`config.mk`:
```
export PLATFORM = sky130hd
export DESIGN_NAME = rect_list_packer
export DESIGN_NICKNAME = d
export VERILOG_FILES = /design/src/rtl/rect_list_packer.sv
export SDC_FILE = /design/constraint.sdc
export NUM_CORES = 2
export LEC_CHECK = 0
export BUFFER_PORTS_ARGS = -buffer_cell sky130_fd_sc_hd__buf_2
export CORE_AREA = 2 2 458 460
export CTS_CLUSTER_SIZE = 8
export DETAILED_ROUTE_END_ITERATION = 8
export DIE_AREA = 0 0 460 462
export SLEW_MARGIN = 15
export SYNTH_ARGS = -nofsm -noshare
export SYNTH_HDL_FRONTEND = slang
export SYNTH_SLANG_ARGS = --single-unit
```
`constraint.sdc`:
```
create_clock -name sys_clk -period 1.7 [get_ports sys_clk]
set_input_delay 0.34 -clock sys_clk [delete_from_list [all_inputs] [get_ports sys_clk]]
set_output_delay 0.34 -clock sys_clk [all_outputs]
set_load 0.005 [all_outputs]
```
`src/rtl/rect_list_packer.sv`:
```
// rect_list_packer: packs a per-frame rectangle beat list into flat buses and commits it on frame-sync rise
module rect_list_packer #(
   parameter int RECT_NUMMAX = 8,
   parameter int P_W         = 8,
   parameter int POSI_W      = 64,
   parameter int CNT_W       = 4
) (
   input  logic                            sys_clk,
   input  logic                            sys_rst,
   input  logic                            i_vs,
   input  logic                            i_rect_valid,
   output logic                            o_rect_ready,
   input  logic [4*P_W-1:0]                i_rect_head,
   input  logic [4*P_W-1:0]                i_rect_hair,
   input  logic [POSI_W-1:0]               i_rect_posi,
   input  logic                            i_list_done,
   output logic [RECT_NUMMAX*4*P_W-1:0]    o_head_wire,
   output logic [RECT_NUMMAX*4*P_W-1:0]    o_hair_wire,
   output logic [RECT_NUMMAX*POSI_W-1:0]   o_posi_wire,
   output logic [CNT_W-1:0]                o_rect_count,
   output logic                            o_start,
   output logic                            o_drop
);
   localparam int BW = 4 * P_W;
   typedef enum logic {S_COLLECT = 1'b0, S_PENDING = 1'b1} state_t;
   state_t                          r_state, w_state_nxt;
   logic                            r_vs_d;
   logic [CNT_W-1:0]                r_wr_cnt;
   logic [RECT_NUMMAX*BW-1:0]       r_sh_head, r_sh_hair, r_head_wire, r_hair_wire;
   logic [RECT_NUMMAX*POSI_W-1:0]   r_sh_posi, r_posi_wire;
   logic [CNT_W-1:0]                r_rect_count;
   logic                            r_start, r_drop;
   logic                            w_vs_rise, w_full, w_accept, w_store, w_commit;
   assign w_vs_rise    = i_vs & ~r_vs_d;
   assign w_full       = (r_wr_cnt == CNT_W'(RECT_NUMMAX));
   assign o_head_wire  = r_head_wire;
   assign o_hair_wire  = r_hair_wire;
   assign o_posi_wire  = r_posi_wire;
   assign o_rect_count = r_rect_count;
   assign o_start      = r_start;
   assign o_drop       = r_drop;
   // state register
   always_ff @(posedge sys_clk) begin
      if (sys_rst) r_state <= S_COLLECT;
      else         r_state <= w_state_nxt;
   end
   // next state: list done parks the list, frame-sync rise releases it
   always_comb begin
      w_state_nxt = (r_state == S_COLLECT) ? (i_list_done ? S_PENDING : S_COLLECT)
                                           : (w_vs_rise ? S_COLLECT : S_PENDING);
   end
   // FSM outputs: ready only while collecting, commit only from a parked list
   always_comb begin
      o_rect_ready = (r_state == S_COLLECT);
      w_accept     = i_rect_valid & o_rect_ready;
      w_store      = w_accept & ~w_full;
      w_commit     = (r_state == S_PENDING) & w_vs_rise;
   end
   // shadow fill, overflow drop, and commit of shadow to the output buses
   always_ff @(posedge sys_clk) begin
      if (sys_rst) begin
         r_vs_d       <= 1'b0;
         r_wr_cnt     <= '0;
         r_sh_head    <= '0;
         r_sh_hair    <= '0;
         r_sh_posi    <= '0;
         r_head_wire  <= '0;
         r_hair_wire  <= '0;
         r_posi_wire  <= '0;
         r_rect_count <= '0;
         r_start      <= 1'b0;
         r_drop       <= 1'b0;
      end else begin
         r_vs_d  <= i_vs;
         r_start <= w_commit;
         r_drop  <= w_accept & w_full;
         if (w_commit) begin
            r_head_wire  <= r_sh_head;
            r_hair_wire  <= r_sh_hair;
            r_posi_wire  <= r_sh_posi;
            r_rect_count <= r_wr_cnt;
            r_sh_head    <= '0;
            r_sh_hair    <= '0;
            r_sh_posi    <= '0;
            r_wr_cnt     <= '0;
         end else if (w_store) begin
            for (int k = 0; k < RECT_NUMMAX; k++) begin
               if (r_wr_cnt == CNT_W'(k)) begin
                  r_sh_head[k*BW +: BW]         <= i_rect_head;
                  r_sh_hair[k*BW +: BW]         <= i_rect_hair;
                  r_sh_posi[k*POSI_W +: POSI_W] <= i_rect_posi;
               end
            end
            r_wr_cnt <= r_wr_cnt + CNT_W'(1);
         end
      end
   end
endmodule

```
Yosys cells after proc, flatten, opt, wreduce, memory -nomap -nowiden. Index checks and enable logic that the tools add are counted.

Flip-flop bits (word level): 2060. Input bits: 133. Output and inout bits: 1031. Word-level logic and storage cells: 63.

Add/sub/neg operators: 1. Eq/ne operators: 8. Muxes and demuxes: 3. Bitwise gates (word level): 8. Reductions and logical operators: 10.

Operator list (count): == test 4 x 3 -> 1 bit, second input constant (4); AND reduction 2 bit (8); == test 4 x 2 -> 1 bit, second input constant (2); bitwise AND 1 bit (5); adder 4 x 1 -> 4 bit, second input constant (1); == test 4 x 1 -> 1 bit, second input constant (1); == test 4 bit, second input constant (1); logical NOT 4 bit (1); 2-to-1 mux 1 bit (3); inverter 1 bit (3); OR reduction 2 bit (1).

Depth between registers and ports, before layout.
Word-level depth: 4. Depth in mapped cells: 7. Mapped depth without buffers: 5.

Worst setup path after synthesis. Ideal clock, no wire load.

Path kind: register -> register. Start: register r_wr_cnt[0]. End: register r_sh_hair[10]. Setup time: 0.130 ns. Arrival: 1.418 ns. Required time: 1.570 ns. Path slack: 0.152 ns. Stages on the path, launching flop included: 8. Buffers on the path: 3. Clock period less this slack: 1.548 ns. Cells stage by stage: dfxtp_1 > inv_1 > ha_1 > and3_1 > buf_2 > buf_6 > buf_4 > mux2i_1.

Longest elaborated chain between the ends: 4. Elaborated cells between the ends (all ways): 5. Those cells by class: eq/ne: 1; bitwise: 2; reduce/logical: 2.

Ends and longest elaborated chain: from (decl) (line 28) `logic [CNT_W-1:0] r_wr_cnt;`; from (signal assigned) (line 94) `r_wr_cnt <= r_wr_cnt + CNT_W'(1);`; == test 4 bit (line 35) `assign w_full = (r_wr_cnt == CNT_W'(RECT_NUMMAX));`; inverter 1 bit (line 56) `w_store = w_accept & ~w_full;`; bitwise AND 1 bit (line 56); AND reduction 2 bit (no source line) (*); to (signal, indexed assignment) (line 90) `r_sh_hair[k*BW +: BW] <= i_rect_hair;`; to (decl) (line 29) `logic [RECT_NUMMAX*BW-1:0] r_sh_head, r_sh_hair, r_head_wire, r_hair_wire;`.

Mark *: on every way between the ends. The rest lies on a longest branch, timed or not. A chain may end at the register's enable or synchronous reset.

Final worst setup path.
Start: register r_state. End: output o_rect_ready.

Longest elaborated chain between the ends: 1.

Ends and longest elaborated chain: from (decl) (line 26) `state_t r_state, w_state_nxt;`; from (signal assigned) (line 45) `else r_state <= w_state_nxt;`; inverter 1 bit (line 54) `o_rect_ready = (r_state == S_COLLECT);`; to (decl) (line 12) `output logic o_rect_ready,`.

Every way passes these cells.

==> impl_metrics.toml <==
[outcome]
status = "complete, but fails checks"
violations = "setup timing"

[pwr]
pwr-share-clk_pct = 48.5
p_leak_nw = 48.50
intPower_mw = 84.51
p_seq_share_pct = 44.6
switchingPower_mw = 25.13
combPwrFrac_pct = 6.9
switching_share_pct = 22.92
p_per_area_nw_per_um2 = 1072
vdd_ir_drop_max_mv = 0.9670

[timing]
skew_ps = 75.19
worst_pin_slew_ps = 564.0
slew_headroom_pct = 62.40
min_period_over_period_pct = 112.1
report.final.slew_viol_count = 0
whs_ps = 320.2
clock.fmax_mhz = 524.6
fin_ws_ps = -206.0
rsz0062_at_grt = "true"
min_period_ps = 1906
setup_viol = 2269
hold_viol_final = 0

[die]
die_h_um = 462
design.core.area_um2 = 208100
boundaryPins = 1164
chipWidth_um = 460
die-area_um2 = 212500
initial_utilization_pct = 34.80
floorplan.rows = 168

[global_routing]
grt_pass1_vias = 55230
antenna_found_initial = 19
grt_pass1_wl_um = 388300
overflow = 0
grt_max_degree = 124
track_usage_pct = 24.45

[worst_setup_path]
start_kind = "flip-flop"
cp.arrival_ps = 1570
path_class = "flip-flop to primary output"
crit_path_end_kind = "primary output"
crit_fanout = 3
worstPathRequired_ps = 1360

[synth]
synth_fa_ha_area_share_pct = 0.06911
synthSimpleGateAreaFrac_pct = 12.19
synth-seq-cells = 2060
syn_area_per_cell_um2 = 12.26
synth_top_family_by_area = "multiplexers"
synth_xor_area_share_pct = 0
syn_area_um2 = 72420
yosysSeqAreaShare_pct = 56.94
syn-num-nets = 6045
synth_cells = 5908
synth_cell_types = 26
synth_compound_area_share_pct = 12.49
yosys_warnings = 0
synth_mux_area_share_pct = 14.15

[worst_hold_path]
min_path_type = "input pin to flip-flop"

[detailed_routing]
drt_iter0_drc = 4998
wl_um = 291400
drc = 0
wl_per_cell_um = 27.93
drt_pass1_iterations = 6
num_vias = 57310
ant_nets = 0
vias_per_cell = 5.493

[placement]
place_area_um2 = 85410
port_buffers = 1163
place_ws_ps = -384.7
dp_cells = 9667
gp_congestion = 0.8400
place_hpwl_um = 177000

[clock_network]
root_buffer = "clkbuf_16"
cts_sinks = 2060
clk_latency_ps = 920
clkTransAtPathRegs_ps = 60
cts_max_level = 5
cts_buffer_depth = 4
cts_buffers = 309
cts_tree = "done"

[cells_and_area]
fill_cells = 18000
drive_gt1_share_pct = 31.04
syn_to_final_growth_pct = 41.28
finalNonFillerCells = 10430
fin_util_pct = 49.17
final_area_um2 = 102300
nets = 7822

[flow_run]
drv_cap = 0
-- critical path, stage by stage (launching register included) --
cell and delay [ps]:
dfxtp_4 370, inv_6 40, buf_6 100, buf_6 130
-- cell type report --
| cell class | instances | area (µm²) | area share [%] |
|---|---|---|---|
| Antenna cell | 9 | 22.52 | 0.02201 |
| Clock buffer | 316 | 7864 | 7.686 |
| Clock inverter | 14 | 140.1 | 0.1370 |
| Inverter | 4 | 20.02 | 0.01957 |
| Multi-Input combinational cell | 3246 | 28360 | 27.72 |
| Sequential cell | 2060 | 41580 | 40.64 |
| Tap cell | 2720 | 3403 | 3.326 |
| Timing Repair Buffer | 2064 | 20920 | 20.45 |
-- synthesized netlist by cell type --
cell      instances  share of area (%)
nor2_2            1             0.0086
and2b_1           1              0.010
nand4b_1          1              0.012
o21ai_0           4              0.028
nand3b_1       1154                 12
dfxtp_1        2060                 57
nand2b_1          2              0.017
or3_1             1             0.0086
nor3b_2           1              0.017
nor4_1            1             0.0086
buf_1             4              0.021
nor2_1            2              0.010
buf_6             8               0.12
nor2b_1           3              0.026
inv_1             4              0.021
a21oi_1           4              0.028
nand2_1           1             0.0052
buf_2           268                1.9
buf_4            94               0.97
and3b_1           1              0.012
nand3_1          11              0.076
clkbuf_1        224                1.2
mux2i_1        1024                 14
a22o_1         1028                 12
and3_1            2              0.017
ha_1              4              0.069
-- worst paths after layout --
| kind | from | endpoint | slack, ps | cells past startpoint |
|---|---|---|---|---|
| setup / recovery | r_state | o_rect_ready | -210 | 3 |
| hold / removal | i_vs | r_vs_d | 320 | 3 |
| setup reg to reg | r_state | r_sh_posi[47] | -170 | 8 |
| hold reg to reg | r_sh_posi[269] | o_posi_wire[269] | 430 | 1 |
-- power groups by stage --
stage | Clock, mW | Combinational (mW) | Sequential [mW]
2_1_floorplan | 0 | 2.81 | 49.9
3_3_place_gp | 0 | 5.70 | 50.0
6_report | 53.1 | 7.56 | 48.9
5_1_grt | 55.8 | 7.85 | 48.9
3_5_place_dp | 0 | 5.74 | 50.0
4_1_cts | 53.8 | 6.66 | 48.9
-- timing repair --
item                                    in CTS  in global routing
endpoints found under the setup margin    2856               3062
pin swaps                                   10                 37
hold buffers                               132                  0
gates cloned                                67                 91
setup buffers                               71                 77
resized for setup                          454                161
hold endpoints to repair                  1021                  0
-- kinds of logic (layout without fill, tap and decap cells) --
family / after synthesis / count (layout)
fa+ha+maj: 4 / 4
compound gates: 1036 / 1036
flops: 2060 / 2060
buf+inv: 602 / 2398
other cells: 0 / 9
mux: 1024 / 1024
simple gates: 1182 / 1182
-- layer usage --
metal	up-vias	global-route usage [%]	share of wire, %
li1	25430	-	-
met1	28820	31.27	42
met2	2439	38.60	46
met3	620	5.184	6.8
met4	2	13.02	5.3
met5	-	0	0.0045
-- state kept, by name (all words and copies together), names as in the netlist --
signal	flops
o_drop	1
r_sh_hair	256
r_sh_head	256
o_start	1
r_wr_cnt	4
r_sh_posi	512
o_hair_wire	256
o_head_wire	256
o_posi_wire	512
r_state	1
o_rect_count	4
r_vs_d	1
-- layout by cell type (no fill, tap or decap), types with 30 or more instances in the layout --
cell              n
a22o_1         1028
buf_12          253
buf_16          108
buf_2          1069
buf_4           211
buf_6           176
buf_8            30
clkbuf_16       389
dfxtp_1        1956
dfxtp_4          85
dlygate4sd3_1   132
mux2i_1        1013
nand3b_1       1154
-- stage by stage --
stage / power, mW / setup TNS (ps)
floorplan: 52.70 / 0
global placement: 55.68 / -444380
detailed placement: 55.73 / -467740
CTS: 109.4 / -244750
global route: 112.5 / -314920
finish: 109.6 / -132770
Note: power is estimated with default switching activity, not from simulation.
